--- config.mk ---
export PLATFORM = sky130hd
export DESIGN_NAME = mem_arbiter
export DESIGN_NICKNAME = d
export VERILOG_FILES = /design/src/rtl/mem_arb_pkg.sv /design/src/rtl/mem_arb_rr.sv /design/src/rtl/mem_arbiter.sv
export SDC_FILE = /design/constraint.sdc
export NUM_CORES = 1
export LEC_CHECK = 0
export ABC_AREA = 1
export CORE_AREA = 3 3 273 275
export CTS_CLUSTER_DIAMETER = 120
export DETAILED_ROUTE_END_ITERATION = 8
export DIE_AREA = 0 0 276 278
export GPL_TIMING_DRIVEN = 0
export MAX_ROUTING_LAYER = met4
export SETUP_SLACK_MARGIN = 0.05
export SLEW_MARGIN = 20
export SYNTH_ARGS = -nofsm -noshare
export SYNTH_HDL_FRONTEND = slang
export SYNTH_SLANG_ARGS = --single-unit
--- constraint.sdc ---
create_clock -name clk -period 6.19 [get_ports clk]
set_clock_uncertainty 0.2 [all_clocks]
set_input_delay 0.619 -clock clk [delete_from_list [all_inputs] [get_ports clk]]
set_output_delay 0.619 -clock clk [all_outputs]
set_load 0.01 [all_outputs]
--- src/rtl/mem_arb_pkg.sv ---
// Shared types and constants for the block-memory arbiter: FSM states,
// grant encodings and default bus widths.
package mem_arb_pkg;

  localparam int ADDR_W_DEF = 8;
  localparam int DATA_W_DEF = 128;

  typedef enum logic [2:0] {
    IDLE    = 3'd0,
    I_RD    = 3'd1,
    D_RD    = 3'd2,
    D_WR    = 3'd3,
    RELEASE = 3'd4
  } state_e;

  localparam logic [1:0] GNT_NONE = 2'd0;
  localparam logic [1:0] GNT_IRD  = 2'd1;
  localparam logic [1:0] GNT_DRD  = 2'd2;
  localparam logic [1:0] GNT_DWR  = 2'd3;

  // Round-robin pointer encoding: which read port was served last.
  localparam logic RR_LAST_I = 1'b0;
  localparam logic RR_LAST_D = 1'b1;

endpackage

--- src/rtl/mem_arb_rr.sv ---
// Two-requester round-robin picker; bit 0 is the I-cache read port,
// bit 1 the D-cache read port.
module mem_arb_rr
  import mem_arb_pkg::*;
(
  input  logic       clk,
  input  logic       rst,
  input  logic [1:0] req,
  input  logic       advance,
  output logic [1:0] gnt
);

  logic last_rd_q;
  logic last_rd_d;

  always_comb begin
    gnt = req;
    if (req == 2'b11) begin
      gnt = (last_rd_q == RR_LAST_D) ? 2'b01 : 2'b10;
    end
  end

  // The pointer only moves when a read is actually granted.
  always_comb begin
    last_rd_d = last_rd_q;
    if (advance && (gnt != 2'b00)) begin
      last_rd_d = gnt[1] ? RR_LAST_D : RR_LAST_I;
    end
  end

  always_ff @(posedge clk or posedge rst) begin
    if (rst) begin
      last_rd_q <= RR_LAST_D;
    end else begin
      last_rd_q <= last_rd_d;
    end
  end

endmodule

--- src/rtl/mem_arbiter.sv ---
// Arbitrates the single block memory between I-cache refills, D-cache
// refills and D-cache writebacks; writebacks first, reads round-robin.
module mem_arbiter
  import mem_arb_pkg::*;
#(
  parameter int ADDR_W = ADDR_W_DEF,
  parameter int DATA_W = DATA_W_DEF
) (
  input  logic              clk,
  input  logic              rstn,

  input  logic              i_r_valid,
  input  logic [ADDR_W-1:0] i_r_addr,
  output logic              i_r_ready,
  output logic [DATA_W-1:0] i_r_data,

  input  logic              d_r_valid,
  input  logic [ADDR_W-1:0] d_r_addr,
  output logic              d_r_ready,
  output logic [DATA_W-1:0] d_r_data,

  input  logic              d_w_valid,
  input  logic [ADDR_W-1:0] d_w_addr,
  input  logic [DATA_W-1:0] d_w_data,
  output logic              d_w_ready,

  output logic              m_r_valid,
  output logic              m_w_valid,
  output logic [ADDR_W-1:0] m_r_addr,
  output logic [ADDR_W-1:0] m_w_addr,
  output logic [DATA_W-1:0] m_w_data,
  input  logic [DATA_W-1:0] m_r_data,
  input  logic              m_r_ready,
  input  logic              m_w_ready,

  output logic [1:0]        grant,
  output logic              busy
);

  state_e            state_q;
  logic              m_r_valid_q;
  logic              m_w_valid_q;
  logic [ADDR_W-1:0] m_r_addr_q;
  logic [ADDR_W-1:0] m_w_addr_q;
  logic [DATA_W-1:0] m_w_data_q;
  logic [1:0]        grant_q;
  logic              busy_q;

  logic [1:0]        rr_gnt;
  logic              rr_advance;

  // A pending writeback pre-empts the read pick, so the pointer must not move then.
  assign rr_advance = (state_q == IDLE) && !d_w_valid;

  mem_arb_rr u_rr (
    .clk     (clk),
    .rst     (rstn),
    .req     ({d_r_valid, i_r_valid}),
    .advance (rr_advance),
    .gnt     (rr_gnt)
  );

  always_ff @(posedge clk or posedge rstn) begin
    if (rstn) begin
      state_q     <= IDLE;
      m_r_valid_q <= 1'b0;
      m_w_valid_q <= 1'b0;
      m_r_addr_q  <= '0;
      m_w_addr_q  <= '0;
      m_w_data_q  <= '0;
      grant_q     <= GNT_NONE;
      busy_q      <= 1'b0;
    end else begin
      case (state_q)
        IDLE: begin
          if (d_w_valid) begin
            state_q     <= D_WR;
            m_w_valid_q <= 1'b1;
            m_w_addr_q  <= d_w_addr;
            m_w_data_q  <= d_w_data;
            grant_q     <= GNT_DWR;
            busy_q      <= 1'b1;
          end else if (rr_gnt[0]) begin
            state_q     <= I_RD;
            m_r_valid_q <= 1'b1;
            m_r_addr_q  <= i_r_addr;
            grant_q     <= GNT_IRD;
            busy_q      <= 1'b1;
          end else if (rr_gnt[1]) begin
            state_q     <= D_RD;
            m_r_valid_q <= 1'b1;
            m_r_addr_q  <= d_r_addr;
            grant_q     <= GNT_DRD;
            busy_q      <= 1'b1;
          end
        end
        I_RD, D_RD: begin
          if (m_r_ready) begin
            state_q     <= RELEASE;
            m_r_valid_q <= 1'b0;
            grant_q     <= GNT_NONE;
            busy_q      <= 1'b0;
          end
        end
        D_WR: begin
          if (m_w_ready) begin
            state_q     <= RELEASE;
            m_w_valid_q <= 1'b0;
            grant_q     <= GNT_NONE;
            busy_q      <= 1'b0;
          end
        end
        RELEASE: begin
          state_q <= IDLE;
        end
        default: begin
          state_q     <= IDLE;
          m_r_valid_q <= 1'b0;
          m_w_valid_q <= 1'b0;
          grant_q     <= GNT_NONE;
          busy_q      <= 1'b0;
        end
      endcase
    end
  end

  // Memory completions reach only the requester that owns the grant.
  assign i_r_ready = (state_q == I_RD) && m_r_ready;
  assign d_r_ready = (state_q == D_RD) && m_r_ready;
  assign d_w_ready = (state_q == D_WR) && m_w_ready;

  assign i_r_data  = m_r_data;
  assign d_r_data  = m_r_data;

  assign m_r_valid = m_r_valid_q;
  assign m_w_valid = m_w_valid_q;
  assign m_r_addr  = m_r_addr_q;
  assign m_w_addr  = m_w_addr_q;
  assign m_w_data  = m_w_data_q;
  assign grant     = grant_q;
  assign busy      = busy_q;

endmodule

==> impl_metrics.json, run 1 <==
{
  "status": "finished, final reports clean",
  "drt_iter0_drc": 288,
  "grt_max_degree": 82,
  "cp.arrival_ns": 1.83,
  "whs_ns": 0.2679,
  "timing.rr.end": "m_w_data[122]",
  "yosys_warnings": 0,
  "crit_slowest_cell": "clkdlybuf4s50_1",
  "vias_per_cell": 3.211,
  "maxCapViolCount": 0,
  "ant_nets": 0,
  "pin_count": 695,
  "clockBufferDepth": 2,
  "hp-class": "flop to flop",
  "synth.avg_cell_area_um2": 8.514,
  "insertion_delay_ns": 0.46,
  "overflow": 0,
  "ys_ff_latch": 153,
  "gp_congestion": 0.7795,
  "portBuffers": 566,
  "synthAdderAreaFrac_pct": 0,
  "syn_to_final_growth_pct": 91.71,
  "cts_root_buffer": "clkbuf_16",
  "irDropWorstVdd_mv": 0.1617,
  "cts_tree": "built",
  "worst_pin_slew_ns": 0.7169,
  "r2r_start": "state_q[1]",
  "r2r_slack_ns": 3.86,
  "syn_nets": 1251,
  "slew_violations": 0,
  "worst_setup_path_end_kind": "primary output",
  "synthMuxAreaShare_pct": 0,
  "vias": 8104,
  "max_freq_ghz": 0.3777,
  "mostFrequentLayoutCells": "566 x clkdlybuf4s50_1, 311 x nand2_1, 259 x buf_4",
  "die_y_um": 278,
  "drive_above_1_share_pct": 20.92,
  "netlist_area_mm2": 0.008208,
  "cts_resized": 0,
  "antenna_found_initial": 4,
  "worstHoldPathCells": 2,
  "criticalPathCategory": "input pin to primary output",
  "rows": 99,
  "nNetsFinal": 1837,
  "required_ns": 5.37,
  "critPathLaunchType": "input pin",
  "dieWidth_um": 276,
  "hold_end": "m_w_data[9]",
  "grt.total_usage_pct": 10.16,
  "clkTransAtPathRegs_ns": 0.06,
  "numCtsBuffers": 17,
  "drt-pass1-iter-count": 4,
  "synth.distinct_cells": 20,
  "grt_pass1_wl_mm": 55.34,
  "cts_hold_buf": 0,
  "final_common_cell": "clkdlybuf4s50_1",
  "synthCells": 964,
  "dieArea_mm2": 0.07673,
  "cts_setup_buffers": 0,
  "dpl.hpwl_mm": 31.66,
  "first_global_vias": 8471,
  "drc": 0,
  "htreeDepth": 4,
  "rsz0062_at_grt": "no",
  "p_leak_nw": 7.191,
  "fillers": 8041,
  "synthSimpleGateAreaFrac_pct": 24.70,
  "power_mw": 5.829,
  "post-route-period-util_pct": 42.78,
  "power_density_mw_per_mm2": 370.5,
  "slowest_delay_ns": 0.55,
  "synth_top_family_by_area": "buffers and inverters",
  "cp_cell_sequence": "clkdlybuf4s50_1 > inv_1 > nor2_1 > clkdlybuf4s50_1",
  "finalSetupViolCount": 0,
  "fin_setup_tns_ns": 0,
  "crit_fanout": 2,
  "core-area_mm2": 0.07259,
  "routedWlPerCell_um": 15.35,
  "relSlewSlack_pct": 52.20,
  "holdCritStartpoint": "m_w_data[9]",
  "fin_crit_ns": 2.648,
  "seq_area_frac_synth_pct": 46.66,
  "synth_compound_area_share_pct": 1.037,
  "hold_viol": 0,
  "finalWirelength_mm": 38.74,
  "rr_worst_depth": 6,
  "start_util_pct": 11.31,
  "synthXorXnorAreaFrac_pct": 0,
  "cp_common_cell": "clkdlybuf4s50_1",
  "crit_start": "m_w_ready",
  "cts_sinks": 153
}
[synth_stat cells]
| cell type | number | area, um^2 |
|---|---|---|
| buf_6 | 11 | 123.9 |
| nand2_2 | 1 | 6.260 |
| nand4_1 | 2 | 12.51 |
| o21ai_0 | 4 | 20.02 |
| nand2_1 | 311 | 1167 |
| o21a_1 | 8 | 60.06 |
| nand3_2 | 2 | 20.02 |
| buf_4 | 259 | 1944 |
| nand3_1 | 153 | 765.7 |
| nor2_1 | 10 | 37.54 |
| dfstp_2 | 1 | 26.28 |
| clkbuf_1 | 15 | 56.30 |
| nor2_4 | 1 | 11.26 |
| nor2_2 | 1 | 6.260 |
| inv_2 | 3 | 11.26 |
| buf_2 | 17 | 85.08 |
| o21ai_1 | 1 | 5.000 |
| inv_1 | 11 | 41.29 |
| dfrtp_1 | 152 | 3804 |
| clkinv_1 | 1 | 3.750 |
[metrics by stage]
stage	utilization, %	cells	worst slack, ns	area [um^2]
floorplan	-	964	1.251	8208
global placement	20.77	2489	-1.679	15070
detailed placement	20.81	2490	2.974	15110
CTS	21.67	2522	3.476	15730
global route	21.67	2523	3.404	15730
finish	21.68	2524	3.542	15740
[power by group]
group          switching, mW  internal [mW]  leakage, nW  total, mW
Sequential             0.270           1.48         1.89       1.75
Clock                  0.474          0.685        0.297       1.16
Combinational           1.44           1.49         5.00       2.92
Total                   2.18           3.65         7.19       5.83
[layout make-up]
cell class	instances	area (um^2)	share of cell area (%)
Clock buffer	21	450.4	2.863
Multi-Input combinational cell	494	2112	13.42
Timing Repair Buffer	567	5693	36.18
Antenna cell	2	5.005	0.03181
Buffer	302	2210	14.04
Sequential cell	153	3830	24.34
Clock inverter	11	171.4	1.089
Tap cell	959	1200	7.626
Inverter	15	63.81	0.4055
[kinds of logic (layout without fill, tap and decap cells)]
kind of cell    after synthesis  after routing
simple gates                481            481
buf+inv                     317            916
flops                       153            153
compound gates               13             13
other cells                   0              2
[registers in the layout (all words and copies together) (netlist names)]
name / flops
busy: 1
m_r_addr: 8
m_r_valid: 1
u_rr.last_rd_q: 1
m_w_data: 128
state_q: 3
m_w_addr: 8
grant: 2
m_w_valid: 1
[critical path: cells and delay by family]
family,cells,cell delay [ns]
buf+inv,3,1.09
simple gates,1,0.12
[layer usage]
metal	GRT usage (%)	part of all wire (%)	vias to the layer above
met5	-	0	-
met4	3.764	2.3	0
met3	3.473	7.3	33
met2	16.79	50	388
met1	11.37	41	3718
li1	-	-	3965
[worst max-delay path by stage]
stage	endpoint	slack [ns]	cells after the start
final	d_w_ready	3.54	4
after global routing	d_r_ready	3.40	4
after CTS	d_r_ready	3.48	4
after detailed placement	m_w_data[11]	2.97	5
after global placement	m_w_data[123]	-1.68	2
after floorplan	busy	1.25	1
Note: power is estimated with default switching activity, not from simulation.
==> run 2, diff against run 1 <==
--- a/config.mk
+++ b/config.mk
@@ -6,10 +6,10 @@
 export NUM_CORES = 1
 export LEC_CHECK = 0
 export ABC_AREA = 1
-export CORE_AREA = 3 3 273 275
+export CORE_AREA = 3 3 270 272
 export CTS_CLUSTER_DIAMETER = 120
 export DETAILED_ROUTE_END_ITERATION = 8
-export DIE_AREA = 0 0 276 278
+export DIE_AREA = 0 0 273 275
 export GPL_TIMING_DRIVEN = 0
 export MAX_ROUTING_LAYER = met4
 export SETUP_SLACK_MARGIN = 0.05
==> constraint.sdc (replaced) <==
create_clock -name clk -period 2.1 [get_ports clk]
set_clock_uncertainty 0.2 [all_clocks]
set_input_delay 0.21 -clock clk [delete_from_list [all_inputs] [get_ports clk]]
set_output_delay 0.21 -clock clk [all_outputs]
set_load 0.01 [all_outputs]
==> run 2 against run 1 <==
Clock power increased to 2.9 times the previous value. Cell area increased by 0.73%. Critical path depth increased by 1. First-iteration DRC count increased by 5.6%. Sequential power increased to 2.9 times the previous value. Combinational power increased to 3.0 times the previous value. Sequential share of layout area decreased by 0.18 points. Largest cell class unchanged. Highest routed layer unchanged.
==> impl_metrics.json, run 2 (synthesis gave the netlist of run 1 again) <==
{
  "fin_crit_ns": 1.953,
  "r2r_slack_ns": 0.18,
  "clockBufferDepth": 2,
  "worst_pin_slew_ns": 0.8265,
  "crit_fanout": 10,
  "grt_max_degree": 31,
  "rr_worst_depth": 8,
  "post-route-period-util_pct": 92.99,
  "portBuffers": 566,
  "dieArea_mm2": 0.07508,
  "drive_above_1_share_pct": 21.73,
  "maxCapViolCount": 0,
  "grt_pass1_wl_mm": 54.01,
  "drt_iter0_drc": 304,
  "overflow": 0,
  "routedWlPerCell_um": 15.43,
  "rsz0062_at_grt": "no",
  "rows": 98,
  "mostFrequentLayoutCells": "560 x clkdlybuf4s50_1, 311 x nand2_1, 264 x buf_4",
  "met2_usage_pct": 16.72,
  "hp-class": "input pin to flop",
  "use_met1_pct": 11.39,
  "pin_count": 695,
  "holdCritStartpoint": "d_w_addr[6]",
  "irDropWorstVdd_mv": 0.4598,
  "ant_nets": 0,
  "vias_per_cell": 3.228,
  "max_freq_ghz": 0.5121,
  "worst_setup_path_end_kind": "flop",
  "syn_to_final_growth_pct": 93.11,
  "hold_viol": 0,
  "nNetsFinal": 1848,
  "grt.total_usage_pct": 10.23,
  "drt-pass1-iter-count": 4,
  "worstHoldPathCells": 3,
  "drc": 0,
  "fin_setup_tns_ns": 0,
  "slew_violations": 0,
  "p_leak_nw": 7.271,
  "dieWidth_um": 273,
  "criticalPathCategory": "input pin to flop",
  "dp_slack_ns": -0.5345,
  "dpl.hpwl_mm": 31.48,
  "insertion_delay_ns": 0.46,
  "grtUsageMet3_pct": 4.125,
  "die_y_um": 275,
  "finalWirelength_mm": 39.03,
  "finish.utilization_pct": 22.33,
  "status": "finished, final reports clean",
  "cp.arrival_ns": 2.16,
  "vias": 8166,
  "finalSetupViolCount": 0,
  "cts_root_buffer": "clkbuf_16",
  "worst_slack_ns": 0.1472,
  "first_global_vias": 8438,
  "gp_congestion": 0.8032,
  "core-area_mm2": 0.07100,
  "htreeDepth": 4,
  "cts_tree": "built",
  "relSlewSlack_pct": 44.90,
  "busiest_layer": "met2",
  "numCtsBuffers": 17,
  "power_density_mw_per_mm2": 1090,
  "required_ns": 2.31,
  "r2r_start": "state_q[0]",
  "final_common_cell": "clkdlybuf4s50_1",
  "clkTransAtPathRegs_ns": 0.07,
  "hold_end": "m_w_addr[6]",
  "timing.rr.end": "m_w_data[17]",
  "start_util_pct": 11.56,
  "critPathLaunchType": "input pin",
  "antenna_found_initial": 4,
  "largest_reg_flops": 128,
  "cts_sinks": 153
}
==> run 2: worst max path at each step <==
| stage | from | end | slack [ns] | depth (start not counted) |
|---|---|---|---|---|
| 5_1_grt | state_q[1] | m_w_data[18] | 0.06 | 8 |
| 3_3_place_gp | rstn | m_w_data[25] | -2.05 | 2 |
| 3_5_place_dp | d_w_valid | m_w_data[11] | -0.53 | 5 |
| 4_1_cts | state_q[2] | d_r_ready | 0.05 | 4 |
| 6_report | d_w_valid | m_w_data[95] | 0.15 | 5 |
| 2_1_floorplan | rstn | busy | -0.24 | 1 |
==> run 2: layout make-up <==
cell class                      count  area [um^2]
Fill cell                        7760        55150
Sequential cell                   153         3830
Inverter                           15        60.06
Timing Repair Buffer              578         5814
Clock buffer                       23        467.9
Antenna cell                        6        15.01
Clock inverter                      9        137.6
Multi-Input combinational cell    494         2117
Buffer                            301         2215
Timing Repair inverter              1        5.005
Tap cell                          950         1189
==> run 2: through the flow <==
stage / cell area [um^2] / std cells / total power, mW / hold WS, ns
after floorplan: 8212 / 964 / 8.861 / 0.1547
after global routing: 15850 / 2528 / 18.64 / 0.04122
final: 15850 / 2530 / 17.28 / 0.08832
after global placement: 15070 / 2480 / 13.98 / 0.2522
after CTS: 15830 / 2521 / 17.77 / 0.02243
after detailed placement: 15170 / 2485 / 14.07 / 0.2570
==> run 2: routing by layer <==
layer  vias up  share of wire (%)
li1       3994                  -
met1      3766                 41
met2       377                 48
met3        29                9.1
met4         0                1.8
met5         -                  0
==> run 2: timing repair <==
| item | 4_1_cts | 5_1_grt |
|---|---|---|
| pin swaps | 1 | 0 |
| endpoints found under the hold margin | 21 | 0 |
| hold buffers | 1 | 0 |
| cloned | 0 | 1 |
| resized for setup | 14 | 3 |
| setup endpoints to repair | 143 | 39 |
| setup buffers | 3 | 3 |
==> run 2: report_power, final <==
part / total (mW) / internal (mW) / switching, mW / leakage, nW
sequential: 5.16 / 4.35 / 0.806 / 1.89
combinational: 8.73 / 4.48 / 4.26 / 5.08
clock: 3.39 / 1.95 / 1.44 / 0.293
==> run 2: critical path: stages <==
cell and delay [ns]:
clkdlybuf4s50_1 0.58, buf_2 0.38, clkbuf_1 0.67, nand3_1 0.18, nand2_1 0.12
